### src/rtl/output_channel_scheduler_pkg.sv
// Shared definitions for the wavelet output path: mode encodings, scheduler
// FSM states and the multiplexer channel-select width.
package wavelet_pkg;

  localparam int CHANNEL_SEL_WIDTH = 8;

  typedef enum logic [1:0] {
    MODE_OFF    = 2'd0,
    MODE_MANUAL = 2'd1,
    MODE_SCAN   = 2'd2,
    MODE_SINGLE = 2'd3
  } mode_t;

  typedef enum logic [2:0] {
    ST_IDLE   = 3'd0,
    ST_SELECT = 3'd1,
    ST_SETTLE = 3'd2,
    ST_DWELL  = 3'd3,
    ST_OUTPUT = 3'd4
  } state_t;

endpackage

### src/rtl/output_channel_scheduler_if.sv
// Valid/ready stream carrying a captured wavelet word and its channel tag.
interface output_channel_scheduler_if
  import wavelet_pkg::*;
#(
  parameter int SUM_TRUNCATION = 8
) ();

  logic [SUM_TRUNCATION-1:0]    o_sample;
  logic [CHANNEL_SEL_WIDTH-1:0] o_sample_channel;
  logic                         o_valid;
  logic                         i_ready;

  modport master (
    output o_sample,
    output o_sample_channel,
    output o_valid,
    input  i_ready
  );

  modport slave (
    input  o_sample,
    input  o_sample_channel,
    input  o_valid,
    output i_ready
  );

endinterface

### src/rtl/output_channel_scheduler_next.sv
// Finds the lowest enabled channel at or above a pointer, optionally wrapping
// back to the lowest enabled channel overall.
module next_enabled_channel
  import wavelet_pkg::*;
#(
  parameter int NUM_FILTERS = 8
) (
  input  logic [NUM_FILTERS-1:0]       mask,
  input  logic [CHANNEL_SEL_WIDTH-1:0] pointer,
  input  logic                         wrap,
  output logic [CHANNEL_SEL_WIDTH-1:0] index,
  output logic                         found
);

  always_comb begin
    index = '0;
    found = 1'b0;
    // Descending walk: the last hit is the lowest qualifying index.
    for (int unsigned i = 0; i < NUM_FILTERS; i++) begin
      if (mask[NUM_FILTERS-1-i] &&
          CHANNEL_SEL_WIDTH'(NUM_FILTERS-1-i) >= pointer) begin
        index = CHANNEL_SEL_WIDTH'(NUM_FILTERS-1-i);
        found = 1'b1;
      end
    end
    if (!found && wrap) begin
      for (int unsigned i = 0; i < NUM_FILTERS; i++) begin
        if (mask[NUM_FILTERS-1-i]) begin
          index = CHANNEL_SEL_WIDTH'(NUM_FILTERS-1-i);
          found = 1'b1;
        end
      end
    end
  end

endmodule

### src/rtl/output_channel_scheduler.sv
// Drives the output multiplexer channel select and captures the selected word
// onto a tagged valid/ready stream (manual, round-robin scan, single sweep).
module output_channel_scheduler
  import wavelet_pkg::*;
#(
  parameter int NUM_FILTERS    = 8,
  parameter int SUM_TRUNCATION = 8,
  parameter int DWELL_WIDTH    = 8
) (
  input  logic                         clk,
  input  logic                         rst_n,
  input  logic [1:0]                   i_mode,
  input  logic [CHANNEL_SEL_WIDTH-1:0] i_manual_channel,
  input  logic [NUM_FILTERS-1:0]       i_channel_enable,
  input  logic [DWELL_WIDTH-1:0]       i_dwell,
  input  logic                         i_start,
  input  logic [SUM_TRUNCATION-1:0]    i_mux_data,
  output logic [CHANNEL_SEL_WIDTH-1:0] o_select_output_channel,
  output logic                         o_busy,
  output_channel_scheduler_if.master   stream
);

  state_t                       state_q;
  mode_t                        mode_q;
  mode_t                        mode_in;
  logic [NUM_FILTERS-1:0]       mask_q;
  logic [CHANNEL_SEL_WIDTH-1:0] ptr_q;
  logic [CHANNEL_SEL_WIDTH-1:0] cur_ch_q;
  logic [DWELL_WIDTH-1:0]       dwell_q;
  logic [CHANNEL_SEL_WIDTH-1:0] nxt_idx;
  logic                         nxt_found;
  logic                         mask_nz;
  logic                         more_above;

  assign mode_in = mode_t'(i_mode);
  assign mask_nz = |i_channel_enable;
  assign o_busy  = (state_q != ST_IDLE);

  next_enabled_channel #(
    .NUM_FILTERS(NUM_FILTERS)
  ) u_next (
    .mask    (i_channel_enable),
    .pointer (ptr_q),
    .wrap    (mode_in == MODE_SCAN),
    .index   (nxt_idx),
    .found   (nxt_found)
  );

  // A single sweep ends once no channel above the served one is enabled.
  always_comb begin
    more_above = 1'b0;
    for (int unsigned j = 0; j < NUM_FILTERS; j++) begin
      if (mask_q[j] && CHANNEL_SEL_WIDTH'(j) > cur_ch_q) more_above = 1'b1;
    end
  end

  always_ff @(posedge clk or negedge rst_n) begin
    if (!rst_n) begin
      state_q                 <= ST_IDLE;
      mode_q                  <= MODE_OFF;
      mask_q                  <= '0;
      ptr_q                   <= '0;
      cur_ch_q                <= '0;
      dwell_q                 <= '0;
      o_select_output_channel <= '0;
      stream.o_sample         <= '0;
      stream.o_sample_channel <= '0;
      stream.o_valid          <= 1'b0;
    end else begin
      case (state_q)
        ST_IDLE: begin
          if (mode_in == MODE_MANUAL ||
              (mode_in == MODE_SCAN && mask_nz) ||
              (mode_in == MODE_SINGLE && i_start && mask_nz)) begin
            state_q <= ST_SELECT;
            ptr_q   <= '0;
          end
        end
        ST_SELECT: begin
          mode_q  <= mode_in;
          mask_q  <= i_channel_enable;
          dwell_q <= i_dwell;
          case (mode_in)
            MODE_MANUAL: begin
              if (i_manual_channel < CHANNEL_SEL_WIDTH'(NUM_FILTERS)) begin
                o_select_output_channel <= i_manual_channel;
                cur_ch_q                <= i_manual_channel;
              end else begin
                o_select_output_channel <= '0;
                cur_ch_q                <= '0;
              end
              state_q <= ST_SETTLE;
            end
            MODE_SCAN, MODE_SINGLE: begin
              if (nxt_found) begin
                o_select_output_channel <= nxt_idx;
                cur_ch_q                <= nxt_idx;
                state_q                 <= ST_SETTLE;
              end else begin
                state_q <= ST_IDLE;
              end
            end
            default: state_q <= ST_IDLE;
          endcase
        end
        ST_SETTLE: begin
          state_q <= (dwell_q == '0) ? ST_OUTPUT : ST_DWELL;
        end
        ST_DWELL: begin
          dwell_q <= dwell_q - DWELL_WIDTH'(1);
          if (dwell_q == DWELL_WIDTH'(1)) state_q <= ST_OUTPUT;
        end
        ST_OUTPUT: begin
          // First OUTPUT cycle captures (two edges after select); then hold for ready.
          if (!stream.o_valid) begin
            stream.o_sample         <= i_mux_data;
            stream.o_sample_channel <= cur_ch_q;
            stream.o_valid          <= 1'b1;
          end else if (stream.i_ready) begin
            stream.o_valid <= 1'b0;
            ptr_q          <= cur_ch_q + CHANNEL_SEL_WIDTH'(1);
            if ((mode_q == MODE_SINGLE && !more_above) || mode_in == MODE_OFF)
              state_q <= ST_IDLE;
            else
              state_q <= ST_SELECT;
          end
        end
        default: state_q <= ST_IDLE;
      endcase
    end
  end

endmodule

### src/flat_wrapper.sv
// flat-port wrapper written by rule: the top's interface ports become plain ports
module output_channel_scheduler_flat import wavelet_pkg::*;
#(
  parameter int NUM_FILTERS    = 8,
  parameter int SUM_TRUNCATION = 8,
  parameter int DWELL_WIDTH    = 8
)
  (clk, rst_n, i_mode, i_manual_channel, i_channel_enable, i_dwell, i_start, i_mux_data, o_select_output_channel, o_busy, stream_o_sample, stream_o_sample_channel, stream_o_valid, stream_i_ready);
  output_channel_scheduler_if #(.SUM_TRUNCATION(SUM_TRUNCATION)) stream_i ();
  input  logic clk;
  input  logic rst_n;
  input  logic [1:0] i_mode;
  input  logic [CHANNEL_SEL_WIDTH-1:0] i_manual_channel;
  input  logic [NUM_FILTERS-1:0] i_channel_enable;
  input  logic [DWELL_WIDTH-1:0] i_dwell;
  input  logic i_start;
  input  logic [SUM_TRUNCATION-1:0] i_mux_data;
  output logic [CHANNEL_SEL_WIDTH-1:0] o_select_output_channel;
  output logic o_busy;
  output wire logic [$bits(stream_i.o_sample)-1:0] stream_o_sample;
  output wire logic [$bits(stream_i.o_sample_channel)-1:0] stream_o_sample_channel;
  output wire logic [$bits(stream_i.o_valid)-1:0] stream_o_valid;
  input wire logic [$bits(stream_i.i_ready)-1:0] stream_i_ready;
  assign stream_o_sample = stream_i.o_sample;
  assign stream_o_sample_channel = stream_i.o_sample_channel;
  assign stream_o_valid = stream_i.o_valid;
  assign stream_i.i_ready = stream_i_ready;
  output_channel_scheduler #(.NUM_FILTERS(NUM_FILTERS), .SUM_TRUNCATION(SUM_TRUNCATION), .DWELL_WIDTH(DWELL_WIDTH)) u_core (.clk(clk), .rst_n(rst_n), .i_mode(i_mode), .i_manual_channel(i_manual_channel), .i_channel_enable(i_channel_enable), .i_dwell(i_dwell), .i_start(i_start), .i_mux_data(i_mux_data), .o_select_output_channel(o_select_output_channel), .o_busy(o_busy), .stream(stream_i));
endmodule
### config.mk
export PLATFORM = sky130hd
export DESIGN_NAME = output_channel_scheduler_flat
export DESIGN_NICKNAME = d
export VERILOG_FILES = /design/src/rtl/output_channel_scheduler_pkg.sv /design/src/rtl/output_channel_scheduler_if.sv /design/src/rtl/output_channel_scheduler_next.sv /design/src/rtl/output_channel_scheduler.sv /design/src/flat_wrapper.sv
export SDC_FILE = /design/constraint.sdc
export NUM_CORES = 1
export LEC_CHECK = 0
export CELL_PAD_IN_SITES_DETAIL_PLACEMENT = 1
export CELL_PAD_IN_SITES_GLOBAL_PLACEMENT = 2
export CORE_ASPECT_RATIO = 1.25
export CORE_MARGIN = 4
export CORE_UTILIZATION = 28
export DETAILED_ROUTE_END_ITERATION = 6
export GPL_ROUTABILITY_DRIVEN = 0
export GPL_TIMING_DRIVEN = 1
export HOLD_SLACK_MARGIN = 0.1
export PLACE_DENSITY_LB_ADDON = 0.3
export SLEW_MARGIN = 30
export SYNTH_ARGS = -nofsm -noshare
export SYNTH_HDL_FRONTEND = slang
export SYNTH_SLANG_ARGS = --single-unit
### constraint.sdc
create_clock -name clk -period 1.9 [get_ports clk]
set_input_delay 0.475 -clock clk [delete_from_list [all_inputs] [get_ports clk]]
set_output_delay 0.475 -clock clk [all_outputs]
set_load 0.02 [all_outputs]
==> results_dict.tcl, run 1 <==
set metrics [dict create \
    hold_viol_final 0 \
    synth_ff_type "dfrtp_1" \
    criticalPathCategory "reg -> reg" \
    worstMarginPinSlew_ps 444 \
    coreArea_um2 10100 \
    cellLeakagePower_uw 0.00197 \
    drv_slew 0 \
    hp-class "in -> async" \
    fmax_ghz 0.504 \
    dpl_worst_slack_ps -692 \
    fin_util_pct 43.2 \
    drv_cap 0 \
    layout.cells.non_filler 538 \
    dp_hpwl_mm 6.57 \
    grt_use_total_pct 14.6 \
    r2r_setup_slack_ps -80 \
    die_h_um 122 \
    ir_worst_vdd_uv 669 \
    postRouteAntennaNets 0 \
    violations "negative setup slack" \
    syn_area_per_cell_um2 10.2 \
    async_reset_ff_share_pct 100 \
    clk_latency_ps 300 \
    yosysWarnings 0 \
    drive_gt1_share_pct 33.0 \
    critPathLaunchType "flip-flop" \
    initial_utilization_pct 28.6 \
    synth-seq-area-share_pct 45.9 \
    post-route-period-util_pct 104 \
    synth_area_um2 2890 \
    power_uw 5350 \
    drt_iter0_markers 91 \
    grt_pass1_vias 2797 \
    fin_ws_ps -83.8 \
    htree_levels 2 \
    slew_headroom_pct 70.2 \
    synth_cell_types 55 \
    p_per_area_nw_per_um2 1220 \
    whs_ps 155 \
    synthesis.nets 327 \
    grt_overflow 0 \
    numCtsBuffers 5 \
    routed_wl_mm 8.88 \
    grt_antenna_before_repair 0 \
    clk_path_buf_depth 2 \
    layout_commonest_cell "buf_4" \
    grt_max_degree 54 \
    crit_path_end_kind "flip-flop" \
    wl_per_cell_um 16.5 \
    path_max_fanout 8 \
    r2r_cells 6 \
    n_antenna_cell 0 \
    die_x_um 98.8 \
    dp_cells 524 \
    fin_worst_skew_ps 7.72 \
    cp.required_ps 2080 \
    port_buffers 63 \
    synth_edf_count 0 \
    reg2reg_from "u_core.ptr_q[2]$_DFFE_PN0P_" \
    grt_pass1_wl_mm 14.3 \
    num_rows 41 \
    synth_cells 283 \
    drt_pass1_iterations 4 \
    areaGrowthSynthToFinish_pct 51.2 \
    cts_root_buffer "clkbuf_16" \
    r2r-end "u_core.cur_ch_q[2]$_DFFE_PN0P_" \
    n_fill_cell 1124 \
    mostFrequentLayoutCells "buf_4 (64), dfrtp_1 (52), clkdlybuf4s50_1 (45)" \
    worstPathArrival_ps 2170 \
    period_needed_ps 1980 \
    outcome "finished with violations" \
    clk_pin_slew_ps 70 \
    cts.sinks 53 \
    io_pins 64 \
    vias 2654 \
    ys_seq_elements 53 \
    rsz0062_at_grt "yes" \
    cts_tree "yes" \
    viasPerCell 4.93 \
    setup_viol 3 \
    die_area_um2 12000 \
    nNetsFinal 452 \
    drc 0 \
]
==> critical path, stage by stage (launching register included) <==
cell and delay (ps):
dfrtp_1 410, buf_6 130, a311o_1 310, a21o_1 180, a21boi_4 140, a211o_4 390
mux2_4 310
==> synth_stat cells (all sizes together) (6+ instances only) <==
library cell,number,share of area [%]
mux2,23,9.1
clkbuf,6,0.78
o31ai,6,1.6
buf,8,2.4
inv,12,1.6
and2,6,1.5
nand2,17,2.2
o21ai,12,2.1
nor3,7,1.2
nand3,10,1.7
o22ai,6,1.3
nor2,21,2.8
mux2i,6,2.1
dfrtp,53,46
ha,6,2.6
a21oi,25,4.3
==> worst max-delay path by stage <==
stage / start / cells past startpoint / to
2_1_floorplan: u_core.ptr_q[0]$_DFFE_PN0P_ / 6 / u_core.cur_ch_q[2]$_DFFE_PN0P_
3_3_place_gp: i_channel_enable[5] / 7 / u_core.cur_ch_q[2]$_DFFE_PN0P_
3_5_place_dp: i_channel_enable[5] / 7 / u_core.cur_ch_q[2]$_DFFE_PN0P_
4_1_cts: u_core.ptr_q[2]$_DFFE_PN0P_ / 6 / u_core.cur_ch_q[2]$_DFFE_PN0P_
5_1_grt: u_core.ptr_q[2]$_DFFE_PN0P_ / 6 / u_core.cur_ch_q[2]$_DFFE_PN0P_
6_report: u_core.ptr_q[2]$_DFFE_PN0P_ / 6 / u_core.cur_ch_q[2]$_DFFE_PN0P_
==> flip-flops by register name, summed over array words and instances (netlist names) <==
| name | cells |
|---|---|
| u_core.cur_ch_q | 8 |
| u_core.dwell_q | 8 |
| u_core.mask_q | 7 |
| u_core.mode_q | 2 |
| u_core.ptr_q | 8 |
| u_core.state_q | 3 |
| u_core.stream.o_sample | 8 |
| u_core.stream.o_sample_channel | 8 |
| u_core.stream.o_valid | 1 |
==> routing by layer <==
layer | share of wire, % | GRT usage, %
met2 | 52 | 25.5
met5 | 0 | 0
met1 | 43 | 18.2
met3 | 3.2 | 2.98
met4 | 1.9 | 4.10
==> layout make-up <==
cell class,instances,area [µm²],area share (%)
Sequential cell,53,1330,30.4
Inverter,12,45.0,1.03
Timing Repair Buffer,132,1160,26.6
Clock buffer,6,129,2.95
Clock inverter,2,15.0,0.344
Multi-Input combinational cell,204,1530,35.0
Tap cell,129,161,3.70
==> through the flow <==
stage | instance area, µm² | TNS, ps
2_1_floorplan | 2890 | -35.7
3_3_place_gp | 4090 | -9130
3_5_place_dp | 4090 | -9890
4_1_cts | 4270 | -319
5_1_grt | 4370 | -448
6_report | 4370 | -161
==> report_power, final <==
group	total, µW	switching, µW	internal (µW)
clock	915	425	490
sequential	1810	296	1520
combinational	2620	1310	1310
==> timing repair <==
item / in CTS / in global routing
pin swaps: 5 / 7
setup buffers: 2 / 3
hold buffers: 0 / 0
setup endpoints to repair: 25 / 20
cloned: 0 / 1
resized for setup: 25 / 19
==> kinds of logic (layout without fill, tap and decap cells) <==
family	after synthesis	count (layout)	synth area share, %
compound gates	78	78	18.4
xor+xnor	6	6	1.82
fa+ha+maj	7	7	2.95
buf+inv	26	152	4.77
flops	53	53	45.9
mux	29	29	11.2
simple gates	84	84	14.9
Power figures use the tool's default switching activity.
==> run 2: changes to the inputs <==
--- a/config.mk
+++ b/config.mk
@@ -15,6 +15,7 @@
 export GPL_TIMING_DRIVEN = 1
 export HOLD_SLACK_MARGIN = 0.1
 export PLACE_DENSITY_LB_ADDON = 0.3
+export SETUP_SLACK_MARGIN = 0.15
 export SLEW_MARGIN = 30
 export SYNTH_ARGS = -nofsm -noshare
 export SYNTH_HDL_FRONTEND = slang
==> results_dict.tcl, run 2 (synthesis results as in run 1) <==
set metrics [dict create \
    dpl_worst_slack_ps -646 \
    slew_headroom_pct 71.9 \
    ir_worst_vdd_uv 771 \
    worstPathArrival_ps 2200 \
    grt_overflow 0 \
    vias 2678 \
    hold_buffers 0 \
    cts_root_buffer "clkbuf_16" \
    drt_iter0_markers 102 \
    grt_use_total_pct 15.4 \
    grt_pass1_wl_mm 14.9 \
    cpPeakStageDelay_ps 420 \
    fin_ws_ps -120 \
    crit_start "u_core.ptr_q[2]$_DFFE_PN0P_" \
    cpLargestDelayFamily "compound AO/OA/AOI/OAI gates" \
    critPathLaunchType "flip-flop" \
    power_uw 5750 \
    die_x_um 98.8 \
    initial_utilization_pct 28.6 \
    num_rows 41 \
    hp-class "in -> async" \
    htree_levels 2 \
    p_switching_uw 2130 \
    mostFrequentLayoutCells "buf_4 (57), dfrtp_1 (50), clkdlybuf4s50_1 (26)" \
    dp_hpwl_mm 6.59 \
    clk_latency_ps 290 \
    clk_pin_slew_ps 70 \
    drive_gt1_share_pct 37.3 \
    grt_pass1_vias 2990 \
    port_buffers 63 \
    whs_ps 165 \
    rsz0062_at_grt "yes" \
    seqCellArea_um2 1330 \
    io_pins 64 \
    viasPerCell 5.00 \
    drv_slew 0 \
    drc 0 \
    drt_pass1_iterations 4 \
    clkPwrFrac_pct 17.5 \
    fmax_ghz 0.495 \
    setup_viol 8 \
    cellLeakagePower_uw 0.00225 \
    clk_path_buf_depth 2 \
    slowest_stage "dfrtp_2" \
    routed_wl_mm 9.18 \
    internal_power_uw 3620 \
    outcome "finished with violations" \
    grt_antenna_before_repair 0 \
    multi_input_area_um2 1650 \
    wl_per_cell_um 17.1 \
    p_sw_share_pct 37.0 \
    post-route-period-util_pct 106 \
    grt_max_degree 54 \
    hold_viol_final 0 \
    crit_path_end_kind "flip-flop" \
    layout_commonest_cell "buf_4" \
    fin_worst_skew_ps 4.99 \
    drv_cap 0 \
    p_comb_share_pct 50.8 \
    power_frac_seq_pct 31.7 \
    reg2reg_from "u_core.ptr_q[2]$_DFFE_PN0P_" \
    n_antenna_cell 0 \
    crit_chain "and2_4 -> a311o_1 -> a21o_1 -> a21boi_4 -> a211o_4 -> mux2_4" \
    p_per_area_nw_per_um2 1260 \
    coreArea_um2 10100 \
    cp.required_ps 2080 \
    postRouteAntennaNets 0 \
    numCtsBuffers 5 \
    fin_util_pct 45.3 \
    period_needed_ps 2020 \
    path_buf_inv 0 \
    cts.sinks 53 \
    cts_tree "yes" \
    areaGrowthSynthToFinish_pct 58.4 \
    die_h_um 122 \
    worstMarginPinSlew_ps 418 \
    path_max_fanout 7 \
    die_area_um2 12000 \
    criticalPathCategory "reg -> reg" \
    nNetsFinal 451 \
    n_fill_cell 1113 \
    violations "negative setup slack" \
]
==> run 2: cell types whose count changed in the layout (fill, tap and decap cells not counted), sizes merged <==
cell	change
buf	+2
bufinv	+1
clkbuf	+3
clkdlybuf4s15	+1
clkdlybuf4s50	-19
clkinv	+1
clkinvlp	-2
dlygate4sd2	+1
dlymetal6s2s	+10
==> run 2: per-layer routing <==
metal	vias to the layer above	global-route usage [%]	routed length (µm)
met2	44	28.7	4980
li1	1279	-	-
met4	0	4.70	189
met1	1341	17.8	3730
met5	-	0	0
met3	14	2.81	279
==> run 2: per-stage QoR <==
step | instance area (µm²) | std cells | TNS [ps]
3_5_place_dp | 4040 | 515 | -9010
5_1_grt | 4580 | 536 | -783
6_report | 4580 | 536 | -333
2_1_floorplan | 2910 | 283 | -35.7
4_1_cts | 4350 | 531 | -465
3_3_place_gp | 4040 | 515 | -8820
==> run 2: power groups by stage <==
stage / Sequential, µW / Clock (µW) / Combinational, µW
final: 1820 / 1010 / 2920
after floorplan: 1960 / 0 / 1320
after global routing: 1890 / 1090 / 3210
after global placement: 1800 / 0 / 2470
after detailed placement: 1830 / 0 / 2530
after CTS: 1820 / 1040 / 2730
==> run 2: worst reg2reg max path, cell delays in order, from the launching register on <==
cell      delay, ps
dfrtp_2         420
and2_4          140
a311o_1         330
a21o_1          180
a21boi_4        140
a211o_4         380
mux2_4          310
==> run 2: timing repair <==
action,CTS,global route
gates resized for setup,66,58
endpoints found under the setup margin,46,53
setup buffers,8,4
gates cloned,1,1
pin swaps,9,10
hold endpoints to repair,0,0
==> run 2: area by class of cell <==
cell class,instances,share of cell area (%)
sequential,53,29.1
multi-input combinational,204,36.0
inverter,12,0.984
timing repair buffer,131,26.9
clock buffer,5,2.73
clock inverter,2,0.766
tap,129,3.53
==> run 2: path summary, 6_finish.rpt <==
| kind | end | slack [ps] | cells past startpoint |
|---|---|---|---|
| max in group asynchronous | u_core.cur_ch_q[0]$_DFFE_PN0P_ | 1480 | 2 |
| min in group clk | u_core.ptr_q[7]$_DFFE_PN0P_ | 480 | 2 |
| worst max register to register | u_core.cur_ch_q[2]$_DFFE_PN0P_ | -120 | 6 |
| worst min-delay path | u_core.ptr_q[4]$_DFFE_PN0P_ | 160 | 2 |
| worst min register to register | u_core.ptr_q[7]$_DFFE_PN0P_ | 480 | 2 |
| worst max-delay path | u_core.cur_ch_q[2]$_DFFE_PN0P_ | -120 | 6 |
==> run 3: changes to the inputs <==
--- a/config.mk
+++ b/config.mk
@@ -16,7 +16,8 @@
 export HOLD_SLACK_MARGIN = 0.1
 export PLACE_DENSITY_LB_ADDON = 0.3
 export SETUP_SLACK_MARGIN = 0.15
-export SLEW_MARGIN = 30
+export SKIP_LAST_GASP = 1
+export SLEW_MARGIN = 25
 export SYNTH_ARGS = -nofsm -noshare
 export SYNTH_HDL_FRONTEND = slang
 export SYNTH_SLANG_ARGS = --single-unit
==> results_dict.tcl, run 3 (synthesis results as in run 1) <==
set metrics [dict create \
    path_buf_inv 0 \
    io_pins 64 \
    crit_path_end_kind "flip-flop" \
    routed_wl_mm 9.13 \
    dp_hpwl_mm 6.59 \
    r2r_setup_slack_ps -120 \
    drive_gt1_share_pct 37.1 \
    n_antenna_cell 0 \
    initial_utilization_pct 28.6 \
    htree_levels 2 \
    dp_cells 515 \
    layout_commonest_cell "buf_4" \
    design_area_um2 4580 \
    port_buffers 63 \
    cp.required_ps 2080 \
    critPathLaunchType "flip-flop" \
    fin_util_pct 45.3 \
    internal_power_uw 3630 \
    grt_use_total_pct 15.4 \
    vias 2678 \
    die_x_um 98.8 \
    clk_path_buf_depth 2 \
    nNetsFinal 451 \
    viasPerCell 5.00 \
    postRouteAntennaNets 0 \
    drc 0 \
    mostFrequentLayoutCells "buf_4 (57), dfrtp_1 (50), clkdlybuf4s50_1 (26)" \
    drv_cap 0 \
    hold_viol_final 0 \
    criticalPathCategory "reg -> reg" \
    fin_ws_ps -119 \
    drt_iter0_markers 120 \
    period_needed_ps 2020 \
    whs_ps 159 \
    cpPeakStageDelay_ps 420 \
    grt_max_degree 54 \
    rsz0062_at_grt "yes" \
    slew_headroom_pct 71.9 \
    cts.sinks 53 \
    violations "negative setup slack" \
    areaGrowthSynthToFinish_pct 58.6 \
    fmax_ghz 0.495 \
    grt_pass1_vias 2982 \
    crit_chain "and2_4 -> a311o_1 -> a21o_1 -> a21boi_4 -> a211o_4 -> mux2_4" \
    worstMarginPinSlew_ps 418 \
    cpLargestDelayFamily "compound AO/OA/AOI/OAI gates" \
    dpl_cell_area_um2 4040 \
    die_h_um 122 \
    layout.cells.non_filler 536 \
    ir_worst_vdd_uv 770 \
    hp-class "in -> async" \
    post-route-period-util_pct 106 \
    worstPathArrival_ps 2200 \
    setup_tns_ps -315 \
    grt_antenna_before_repair 0 \
    fin_worst_skew_ps 5.77 \
    slowest_stage "dfrtp_2" \
    path_max_fanout 7 \
    grt_overflow 0 \
    p_comb_share_pct 50.9 \
    cts_tree "yes" \
    clk_pin_slew_ps 70 \
    hold_buffers 0 \
    clkPwrFrac_pct 17.4 \
    cts_root_buffer "clkbuf_16" \
    setup_viol 8 \
    clk_latency_ps 290 \
    die_area_um2 12000 \
    grt_pass1_wl_mm 14.8 \
    wl_per_cell_um 17.0 \
    drt_pass1_iterations 4 \
    cellLeakagePower_uw 0.00225 \
    num_rows 41 \
    p_sw_share_pct 36.9 \
    coreArea_um2 10100 \
    p_per_area_nw_per_um2 1250 \
    p_switching_uw 2120 \
    outcome "finished with violations" \
    numCtsBuffers 5 \
    power_frac_seq_pct 31.7 \
    drv_slew 0 \
]
## run 3: changes by cell type in the layout (fill, tap and decap cells not counted), sizes merged
cell / before / now
clkbuf: 9 / 8
dlygate4sd2: 13 / 14
## run 3: path summary, 6_finish.rpt
| check | startpoint | to | cells past startpoint |
|---|---|---|---|
| max | u_core.ptr_q[2]$_DFFE_PN0P_ | u_core.cur_ch_q[2]$_DFFE_PN0P_ | 6 |
| min | rst_n | u_core.ptr_q[4]$_DFFE_PN0P_ | 2 |
| max reg2reg | u_core.ptr_q[2]$_DFFE_PN0P_ | u_core.cur_ch_q[2]$_DFFE_PN0P_ | 6 |
| min reg2reg | u_core.ptr_q[7]$_DFFE_PN0P_ | u_core.ptr_q[7]$_DFFE_PN0P_ | 2 |
| max in group asynchronous | rst_n | u_core.cur_ch_q[0]$_DFFE_PN0P_ | 2 |
| min in group clk | u_core.ptr_q[7]$_DFFE_PN0P_ | u_core.ptr_q[7]$_DFFE_PN0P_ | 2 |
## run 3: stage by stage
stage               power, µW  setup WS, ps
finish                   5740          -119
global route             6190          -172
CTS                      5580          -137
detailed placement       4360          -646
global placement         4270          -632
floorplan                3280         -35.7
## run 3: layer usage
metal / wire length [µm] / global-route usage [%]
met1: 3710 / 17.7
met4: 157 / 4.27
met5: 0 / 0
met2: 4990 / 28.8
met3: 276 / 2.81
## run 3: power by group through the flow
stage          sequential, µW  clock, µW  combinational [µW]
4_1_cts                  1820       1040                2720
2_1_floorplan            1960          0                1320
3_5_place_dp             1830          0                2530
6_report                 1820        998                2920
5_1_grt                  1890       1090                3210
3_3_place_gp             1800          0                2470
## run 3: final cells by class
class | count | area, µm²
sequential | 53 | 1330
clock buffer | 5 | 125
clock inverter | 2 | 35.0
timing repair buffer | 131 | 1230
tap | 129 | 161
multi-input combinational | 204 | 1650
fill | 1113 | 5530
inverter | 12 | 45.0
## run 3: what timing repair did
| action | 4_1_cts | 5_1_grt |
|---|---|---|
| gates resized for setup | 65 | 56 |
| cloned | 1 | 1 |
| pin swaps | 9 | 10 |
| buffers inserted | 8 | 4 |
| setup endpoints to repair | 46 | 51 |
